<file path="src/rtl/thresh_mon8.sv">
// thresh_mon8: streaming threshold monitor with hysteresis and persistence.
// Ports: clk/rst (async high), thr_we/thr_hi_in/thr_lo_in threshold load,
// n_persist run length, d_valid/d_in sample in; level/rise/fall/cnt/ev_cnt out.
module thresh_mon8 #(
  parameter int CNT_W = 4,
  parameter int EV_W  = 16
) (
  input  logic             clk,
  input  logic             rst,
  input  logic             thr_we,
  input  logic [7:0]       thr_hi_in,
  input  logic [7:0]       thr_lo_in,
  input  logic [CNT_W-1:0] n_persist,
  input  logic             d_valid,
  input  logic [7:0]       d_in,
  output logic             level,
  output logic             rise,
  output logic             fall,
  output logic [CNT_W-1:0] cnt,
  output logic [EV_W-1:0]  ev_cnt
);

  localparam logic [0:0] BELOW = 1'b0;
  localparam logic [0:0] ABOVE = 1'b1;

  logic [0:0]       level_q, level_d;
  logic [CNT_W-1:0] cnt_q, cnt_d;
  logic             rise_q, rise_d;
  logic             fall_q, fall_d;
  logic [EV_W-1:0]  ev_q, ev_d;
  logic [7:0]       hi_q, hi_d;
  logic [7:0]       lo_q, lo_d;

  logic [CNT_W:0]   npe;
  logic [CNT_W:0]   cnt_inc;
  logic             qual;

  // A zero run length behaves like one.
  assign npe = (n_persist == '0) ? (CNT_W+1)'(1)
                                 : {1'b0, n_persist};
  // One extra bit so the increment never wraps.
  assign cnt_inc = {1'b0, cnt_q} + (CNT_W+1)'(1);

  // Only the threshold facing away from the current level matters.
  assign qual = d_valid &&
                ((level_q == ABOVE) ? (d_in < lo_q)
                                    : (d_in > hi_q));

  always_comb begin
    level_d = level_q;
    cnt_d   = cnt_q;
    rise_d  = 1'b0;
    fall_d  = 1'b0;
    ev_d    = ev_q;
    hi_d    = hi_q;
    lo_d    = lo_q;
    if (thr_we) begin
      // Threshold load wins over any sample in the same cycle.
      hi_d  = thr_hi_in;
      lo_d  = thr_lo_in;
      cnt_d = '0;
    end else if (d_valid) begin
      if (!qual) begin
        cnt_d = '0;
      end else if (cnt_inc < npe) begin
        cnt_d = cnt_inc[CNT_W-1:0];
      end else begin
        cnt_d = '0;
        if (level_q == BELOW) begin
          level_d = ABOVE;
          rise_d  = 1'b1;
          if (ev_q != '1) ev_d = ev_q + 1'b1;
        end else begin
          level_d = BELOW;
          fall_d  = 1'b1;
        end
      end
    end
  end

  always_ff @(posedge clk or posedge rst) begin
    if (rst) begin
      level_q <= BELOW;
      cnt_q   <= '0;
      rise_q  <= 1'b0;
      fall_q  <= 1'b0;
      ev_q    <= '0;
      hi_q    <= 8'hFF;
      lo_q    <= 8'h00;
    end else begin
      level_q <= level_d;
      cnt_q   <= cnt_d;
      rise_q  <= rise_d;
      fall_q  <= fall_d;
      ev_q    <= ev_d;
      hi_q    <= hi_d;
      lo_q    <= lo_d;
    end
  end

  assign level  = level_q[0];
  assign rise   = rise_q;
  assign fall   = fall_q;
  assign cnt    = cnt_q;
  assign ev_cnt = ev_q;

endmodule

</file>
<file path="config.mk">
export PLATFORM = sky130hd
export DESIGN_NAME = thresh_mon8
export DESIGN_NICKNAME = d
export VERILOG_FILES = /design/src/rtl/thresh_mon8.sv
export SDC_FILE = /design/constraint.sdc
export NUM_CORES = 1
export LEC_CHECK = 0
export BUFFER_PORTS_ARGS = -buffer_cell sky130_fd_sc_hd__buf_2
export CAP_MARGIN = 10
export CORE_UTILIZATION = 42
export CTS_BUF_LIST = sky130_fd_sc_hd__clkbuf_8
export CTS_CLUSTER_DIAMETER = 120
export CTS_CLUSTER_SIZE = 28
export DETAILED_ROUTE_END_ITERATION = 16
export PLACE_DENSITY = 0.65
export SYNTH_ARGS = -nofsm -noshare
export SYNTH_HDL_FRONTEND = slang
export SYNTH_SLANG_ARGS = --single-unit
</file>
<file path="constraint.sdc">
create_clock -name clk -period 6.5 [get_ports clk]
set_input_delay 0.65 -clock clk [delete_from_list [all_inputs] [get_ports clk]]
set_output_delay 0.65 -clock clk [all_outputs]
set_load 0.02 [all_outputs]
</file>
==> results of run 1 <==
[flip-flops by register name, indices dropped and copies added (netlist names)]
| name | cells |
|---|---|
| ev_cnt | 16 |
| cnt | 4 |
| hi_q | 8 |
| fall | 1 |
| level | 1 |
| lo_q | 8 |
| rise | 1 |
[cells by family after synthesis]
family / count (synthesis) / share of synthesized area
AND/OR/NAND/NOR: 71 / 0.194
AO/OA/AOI/OAI: 39 / 0.117
flip-flops: 39 / 0.447
buffers and inverters: 26 / 0.0476
adder cells (fa/ha/maj): 20 / 0.113
XOR/XNOR: 16 / 0.0635
multiplexers: 3 / 0.0170
[cells in the final DEF, fill, tap and decap left out, types with 2 or more instances in the layout]
cell type	synthesis	layout
a211oi_1	3	3
a21o_1	4	4
a21oi_1	5	5
a22o_1	2	2
and3_1	3	3
and4_1	3	3
buf_2	0	54
clkbuf_8	0	7
dfrtp_1	31	31
dfstp_2	8	8
ha_1	20	20
inv_1	21	22
mux2_2	2	2
nand2_1	23	23
nand2b_1	5	5
nand3_1	10	10
nand4_1	6	6
nor2_1	7	7
nor3_2	5	5
nor4_1	2	2
o211ai_1	2	2
o21ai_0	15	15
xnor2_1	8	8
xor2_1	8	8
[report_power, final]
| group | leakage, nW | internal [W] | switching (W) |
|---|---|---|---|
| Combinational | 0.843 | 0.0000494 | 0.0000660 |
| Sequential | 0.493 | 0.000264 | 0.0000177 |
| Clock | 0.0557 | 0.0000953 | 0.0000837 |
| Total | 1.39 | 0.000409 | 0.000167 |
[layout make-up]
class / instances / area (µm²) / area share
clock buffer: 7 / 96.3 / 0.0364
clock inverter: 1 / 3.75 / 0.00142
inverter: 21 / 78.8 / 0.0298
multi-input combinational: 149 / 1120 / 0.422
sequential: 39 / 986 / 0.373
tap: 70 / 87.6 / 0.0331
timing repair buffer: 55 / 278 / 0.105
[worst reg2reg max path, delay by kind of cell, from the launching register on]
kind | cells | cell delay (ns)
simple gates | 5 | 1.21
compound gates | 2 | 0.66
fa+ha+maj | 2 | 0.51
flops | 1 | 0.47
xor+xnor | 1 | 0.18
[metrics by stage]
step,worst slack [ns],std cells,hold WS (ns)
6_report,3.39,342,0.471
5_1_grt,3.16,342,0.517
4_1_cts,3.39,342,0.484
3_5_place_dp,3.46,334,0.494
3_3_place_gp,3.56,334,0.484
2_1_floorplan,3.88,214,0.463
[layer usage]
| metal | up-vias | part of all wire | GRT usage | wire, µm |
|---|---|---|---|---|
| li1 | 868 | - | - | - |
| met2 | 33 | 0.48 | 0.295 | 2120 |
| met4 | 0 | 0.0085 | 0.0503 | 38 |
| met1 | 807 | 0.48 | 0.227 | 2160 |
| met5 | - | 0 | 0 | 0 |
| met3 | 4 | 0.030 | 0.0420 | 135 |
[final timing paths]
| path | to | cells after the start | from |
|---|---|---|---|
| max in group asynchronous | hi_q[4]$_DFFE_PP1P_ | 3 | rst |
| hold reg to reg | hi_q[3]$_DFFE_PP1P_ | 2 | hi_q[3]$_DFFE_PP1P_ |
| setup reg to reg | ev_cnt[14]$_DFFE_PP0P_ | 10 | cnt[0]$_DFFE_PP0P_ |
| min in group clk | hi_q[3]$_DFFE_PP1P_ | 2 | hi_q[3]$_DFFE_PP1P_ |
| setup / recovery | ev_cnt[14]$_DFFE_PP0P_ | 10 | cnt[0]$_DFFE_PP0P_ |
| hold / removal | lo_q[1]$_DFFE_PP0P_ | 3 | rst |
==> out/metrics.yaml, run 1 <==
hold_path:
  hold_class: "in2async"
place:
  place_hpwl_mm: 3.40
  numPortBuffers: 54
  gp_congestion: 0.734
  placed_cell_area_mm2: 0.00255
synthesis:
  syn_avg_cell_area_um2: 10.3
  synth_warnings: 0
  synth-seq-cells: 39
  synth_top_flop_cell: "dfrtp_1"
  yosys-top-cells-count: "dfrtp_1, nand2_1, inv_1"
  yosys.area.top_type_share: 0.351
  netlist_area_mm2: 0.00221
  yosys.area.top_type: "dfrtp_1"
  synth_edf_count: 0
  synth.area.top_cells: "dfrtp_1, ha_1, dfstp_2"
  seq_area_frac_synth: 0.447
  netlist_instances: 214
  synth_most_common_cell: "dfrtp_1"
  syn_nets: 266
  async_reset_ff_frac: 1.00
  synth_cell_type_count: 40
die:
  die_h_um: 74.5
  rows: 26
  io-pin-count: 55
  start_util: 0.435
  core_area_mm2: 0.00507
  die_w_um: 74.5
  die_area_mm2: 0.00555
clock_network:
  clkLatencyLatePin_ns: 0.29
  cts_sinks: 39
  hold_buffers: 0
  tritoncts: "yes"
  cts_made_buffers: 5
  clk_path_buf_depth: 2
  htree_levels: 2
  postCtsSetupBuffers: 0
  cts-root-buf: "clkbuf_8"
  cts_resized: 0
  clkTransAtPathRegs_ns: 0.08
timing:
  hold_viol: 0
  setup_violations: 0
  rsz0062_at_grt: "no"
  finalMaxSlewViolations: 0
  finalSetupTns_ns: 0
  period_share: 0.478
  tightest_slew_ns: 0.638
  max-slew-margin-rel: 0.574
  skew_ns: 0.00485
  max_clock_freq_mhz: 322
  finalCriticalPeriod_ns: 3.11
global_route:
  grt-ovfl-total: 0
  grt_pass1_wl_mm: 7.41
  grt_pass1_vias: 1679
  antenna_found_initial: 0
  grt_max_degree: 40
  grtUsageTotal: 0.176
route:
  drtIter0Drc: 35
  vias: 1712
  drc: 0
  dr.pass1.iters: 4
  postRouteAntennaNets: 0
  wl_mm: 4.46
  post_drt_wl_per_cell_um: 13.0
  vias_per_cell: 5.01
layout:
  nFillCells: 501
  synthToLayoutAreaGrowth_pct: 19.9
  final_cell_area_mm2: 0.00265
  drive_above_1_share: 0.301
  antenna_cells: 0
  fin_util: 0.521
  fin_nets: 323
setup_path:
  crit_required_ns: 6.71
  critPathMaxStageDelay_ns: 0.51
  cp_num_buf_inv: 0
  ff2ff_setup_slack_ns: 3.39
  crit_slowest_cell: "nand3_1"
  crit_path_end_kind: "flip-flop"
  worstSetupPathType: "reg2reg"
  path_cells: "ha_1, nand2b_1, nand2_1, ha_1, nand3_1, a211o_1, a2111oi_2, nand3_1, nor4_1, xor2_1"
  worstPathArrival_ns: 3.32
  cp_top_family: "simple AND/OR/NAND/NOR gates"
  crit_fanout: 11
  start_kind: "flip-flop"
pwr:
  p_per_area_mw_per_mm2: 218
  vdd_drop_max_v: 0.000100
  p_leak_nw: 1.39
  total_power_w: 0.000577
status:
  status: "finished, final reports clean"
flow_run:
  drv_cap: 0
Note: power is estimated with default switching activity, not from simulation.
==> inputs of run 2 (changes only) <==
Clock period 6.5 ns to 3.2 ns, I/O delays scaled along.
==> run 2 against run 1 <==
  * Non-clock buffer count rose by 1
  * Wire length decreased by 0.85%
  * Fmax increased by 13%
  * Core utilization up 0.15 points
  * Count of clock-buffer cells in the layout did not move
  * Global-route usage is 0.34 points lower
  * Sequential power is 100% higher
  * Clock power is 110% higher
  * Final cell count is 0.29% higher
  * Via count shrank 0.82%
  * Clock skew barely moved
  * Worst setup slack worse by 2.9 ns
  * Highest routed layer unchanged
==> out/metrics.yaml, run 2 (synthesized netlist as in run 1, its figures left out) <==
status:
  status: "finished, final reports clean"
setup_path:
  cp_top_family: "compound AO/OA/AOI/OAI gates"
  start_kind: "flip-flop"
  worstPathArrival_ns: 2.96
  crit_required_ns: 3.42
  crit_fanout: 11
  r2r-start: "cnt[0]$_DFFE_PP0P_"
  crit_path_end_kind: "flip-flop"
  critPathMaxStageDelay_ns: 0.47
  worst_r2r_path_depth: 11
  path_cells: "ha_1, nand2b_1, nand2_1, ha_1, nand3_1, a211o_1, a2111oi_2, nand3_1, buf_4, nor4_1, xor2_1"
  ff2ff_setup_slack_ns: 0.46
  crit_slowest_cell: "dfrtp_1"
  r2r_end: "ev_cnt[14]$_DFFE_PP0P_"
  worstSetupPathType: "reg2reg"
  cp_num_buf_inv: 1
timing:
  holdWs_ns: 0.129
  finalSetupTns_ns: 0
  rsz0062_at_grt: "no"
  finalMaxSlewViolations: 0
  skew_ns: 0.00439
  tightest_slew_ns: 0.501
  timing.final.ws_setup_ns: 0.461
  max-slew-margin-rel: 0.666
  setup_violations: 0
  period_share: 0.856
  max_clock_freq_mhz: 365
  hold_viol: 0
  finalCriticalPeriod_ns: 2.74
layout:
  final_common_cell: "buf_2"
  drive_above_1_share: 0.304
  final_cell_mix: "buf_2, dfrtp_1, nand2_1"
  antenna_cells: 0
  synthToLayoutAreaGrowth_pct: 20.2
  largest_reg_flops: 16
  fin_nets: 324
  final_cell_area_mm2: 0.00265
  nFillCells: 512
place:
  place_hpwl_mm: 3.31
  numPortBuffers: 54
  preCtsSetupSlack_ns: 0.509
  placed_cell_area_mm2: 0.00255
  gp_congestion: 0.766
route:
  vias_per_cell: 4.95
  drtIter0Drc: 51
  vias: 1698
  postRouteAntennaNets: 0
  drc: 0
  dr.pass1.iters: 4
  post_drt_wl_per_cell_um: 12.9
  wl_mm: 4.42
clock_network:
  cts_made_buffers: 5
  cts_resized: 0
  postCtsSetupBuffers: 0
  clkTransAtPathRegs_ns: 0.08
  cts_sinks: 39
  hold_buffers: 0
  cts-root-buf: "clkbuf_8"
  clk_path_buf_depth: 2
  tritoncts: "yes"
  htree_levels: 2
  clkLatencyLatePin_ns: 0.29
die:
  die_w_um: 74.5
  core_area_mm2: 0.00507
  rows: 26
  die_area_mm2: 0.00555
  io-pin-count: 55
  die_h_um: 74.5
  start_util: 0.435
global_route:
  grt_pass1_wl_mm: 7.20
  antenna_found_initial: 0
  grt-ovfl-total: 0
  grt_pass1_vias: 1567
  grt_max_degree: 40
  grtUsageTotal: 0.173
pwr:
  p_per_area_mw_per_mm2: 443
  p_leak_nw: 1.40
  vdd_drop_max_v: 0.000286
hold_path:
  hold_class: "in2async"
flow_run:
  drv_cap: 0
## run 2: tightest hold or removal path, stage by stage
cell   delay, ns
buf_2       0.09
inv_1       0.04
buf_4       0.42
## run 2: through the flow
stage | instances | util | total power, W
floorplan | 214 | - | 0.000732
global placement | 335 | 0.503 | 0.000811
detailed placement | 335 | 0.503 | 0.000819
CTS | 343 | 0.523 | 0.00119
global route | 343 | 0.523 | 0.00125
finish | 343 | 0.523 | 0.00118
## run 2: area by class of cell
cell class | count | area (µm²) | share of cell area
Tap cell | 70 | 87.6 | 0.0330
Inverter | 21 | 78.8 | 0.0297
Clock buffer | 7 | 96.3 | 0.0363
Timing Repair Buffer | 56 | 285 | 0.107
Clock inverter | 1 | 3.75 | 0.00141
Multi-Input combinational cell | 149 | 1120 | 0.421
Sequential cell | 39 | 986 | 0.372
## run 2: report_power, final
group	internal, W	switching (W)	leakage (nW)
clock	0.000194	0.000174	0.0557
sequential	0.000537	0.0000351	0.493
combinational	0.000102	0.000134	0.847
## run 2: worst max path at each step
stage	from	cells after the start	slack [ns]	to
after detailed placement	cnt[0]$_DFFE_PP0P_	11	0.51	ev_cnt[14]$_DFFE_PP0P_
after global routing	cnt[0]$_DFFE_PP0P_	11	0.35	ev_cnt[14]$_DFFE_PP0P_
after global placement	cnt[0]$_DFFE_PP0P_	11	0.59	ev_cnt[14]$_DFFE_PP0P_
after floorplan	cnt[0]$_DFFE_PP0P_	10	0.58	ev_cnt[1]$_DFFE_PP0P_
after CTS	cnt[0]$_DFFE_PP0P_	11	0.48	ev_cnt[14]$_DFFE_PP0P_
final	cnt[0]$_DFFE_PP0P_	11	0.46	ev_cnt[14]$_DFFE_PP0P_
## run 2: per-layer routing
metal | share of wire | routed length [µm] | track usage
met5 | 0 | 0 | 0
met4 | 0.011 | 49 | 0.0566
met3 | 0.030 | 134 | 0.0420
met2 | 0.48 | 2130 | 0.280
met1 | 0.48 | 2110 | 0.227
==> inputs of run 3 (changes only) <==
Settings changed: CORE_UTILIZATION 42 to 55, PLACE_DENSITY 0.65 to 0.82.
==> run 3 against run 2 <==
  * Die area decreased by 23%
  * Combinational power increased by 2%
  * Count of clock-buffer cells in the layout decreased by 2
  * Highest routed layer unchanged
  * Final cell count decreased by 6.4%
  * Critical endpoint is now ev_cnt[1]$_DFFE_PP0P_
==> out/metrics.yaml, run 3 (synthesized netlist as in run 1, its figures left out) <==
status:
  status: "finished, final reports clean"
clock_network:
  cts_sinks: 39
  clkTransAtPathRegs_ns: 0.07
  cts-root-buf: "clkbuf_8"
  tritoncts: "yes"
  cts_made_buffers: 5
  hold_buffers: 0
  clk_path_buf_depth: 2
  cts_resized: 0
  postCtsSetupBuffers: 0
  clkLatencyLatePin_ns: 0.29
  htree_levels: 2
timing:
  period_share: 0.883
  finalSetupTns_ns: 0
  finalCriticalPeriod_ns: 2.83
  rsz0062_at_grt: "no"
  finalMaxSlewViolations: 0
  max-slew-margin-rel: 0.680
  skew_ns: 0.00694
  setup_violations: 0
  hold_viol: 0
  max_clock_freq_mhz: 354
  tightest_slew_ns: 0.480
route:
  vias: 1725
  postRouteAntennaNets: 0
  drtIter0Drc: 118
  drc: 0
  vias_per_cell: 5.37
  dr.pass1.iters: 4
  wl_mm: 4.34
  post_drt_wl_per_cell_um: 13.5
layout:
  fin_util: 0.697
  final_common_cell: "buf_2"
  drive_above_1_share: 0.300
  synthToLayoutAreaGrowth_pct: 18.1
  layoutNonFillerInstCount: 321
  fin_nets: 324
  final_cell_mix: "buf_2, dfrtp_1, nand2_1, inv_1, ha_1"
  antenna_cells: 0
  largest_reg_flops: 16
flow_run:
  drv_cap: 0
setup_path:
  worstSetupPathType: "reg2reg"
  crit_path_end_kind: "flip-flop"
  crit_required_ns: 3.38
  start_kind: "flip-flop"
  worstPathArrival_ns: 3.01
  crit_fanout: 8
pwr:
  vdd_drop_max_v: 0.000258
  p_leak_nw: 1.39
  p_per_area_mw_per_mm2: 429
hold_path:
  hold_class: "in2async"
die:
  core_area_mm2: 0.00374
  die_area_mm2: 0.00427
  die_h_um: 65.3
  io-pin-count: 55
  start_util: 0.590
  rows: 22
  die_w_um: 65.3
global_route:
  grt_pass1_vias: 1642
  grtUsageTotal: 0.232
  grt-ovfl-total: 0
  grt_pass1_wl_mm: 7.44
  antenna_found_initial: 0
  grt_max_degree: 40
place:
  numPortBuffers: 54
  gp_congestion: 0.821
  place_inst: 313
  place_hpwl_mm: 3.44
-- run 3: layer usage --
layer	part of all wire	track usage	wire length [µm]	vias up
met4	0.018	0.0924	79	0
li1	-	-	-	868
met2	0.47	0.362	2040	43
met1	0.47	0.310	2030	805
met5	0	0	0	-
met3	0.046	0.0556	199	9
-- run 3: worst max-delay path, stage by stage (launching register included) --
cell       delay (ns)
dfrtp_1          0.46
ha_1             0.23
nand2b_1         0.13
nand2_1          0.06
ha_1             0.30
nand3_1          0.08
a211o_1          0.31
a2111oi_2        0.35
nand3_1          0.26
buf_4            0.25
mux2_4           0.29
-- run 3: through the flow --
| stage | setup WS, ns | hold WS (ns) | total power (W) | cell area (µm²) |
|---|---|---|---|---|
| 5_1_grt | 0.138 | 0.167 | 0.00118 | 2610 |
| 3_3_place_gp | 0.482 | 0.457 | 0.000808 | 2530 |
| 6_report | 0.373 | 0.128 | 0.00112 | 2610 |
| 2_1_floorplan | 0.583 | 0.434 | 0.000732 | 2210 |
| 3_5_place_dp | 0.356 | 0.457 | 0.000822 | 2530 |
| 4_1_cts | 0.346 | 0.148 | 0.00113 | 2610 |
-- run 3: area by class of cell --
type / count / area, µm²
sequential: 39 / 986
inverter: 21 / 78.8
clock inverter: 3 / 12.5
fill: 318 / 1140
clock buffer: 5 / 68.8
tap: 48 / 60.1
timing repair buffer: 56 / 285
multi-input combinational: 149 / 1120
-- run 3: worst paths after layout --
path                       slack [ns]                      to  cells after the start                    from
max reg2reg                      0.37   ev_cnt[1]$_DFFE_PP0P_                     10      cnt[0]$_DFFE_PP0P_
min reg2reg                      0.49  ev_cnt[15]$_DFFE_PP0P_                      1  ev_cnt[15]$_DFFE_PP0P_
max                              0.37   ev_cnt[1]$_DFFE_PP0P_                     10      cnt[0]$_DFFE_PP0P_
min                              0.13   ev_cnt[6]$_DFFE_PP0P_                      3                     rst
min in group clk                 0.24     lo_q[3]$_DFFE_PP0P_                      3            thr_lo_in[3]
max in group asynchronous        2.70     hi_q[5]$_DFFE_PP1P_                      3                     rst
-- run 3: report_power, final --
part           switching (W)  internal (W)
combinational       0.000138      0.000102
sequential         0.0000354      0.000537
clock               0.000160      0.000146
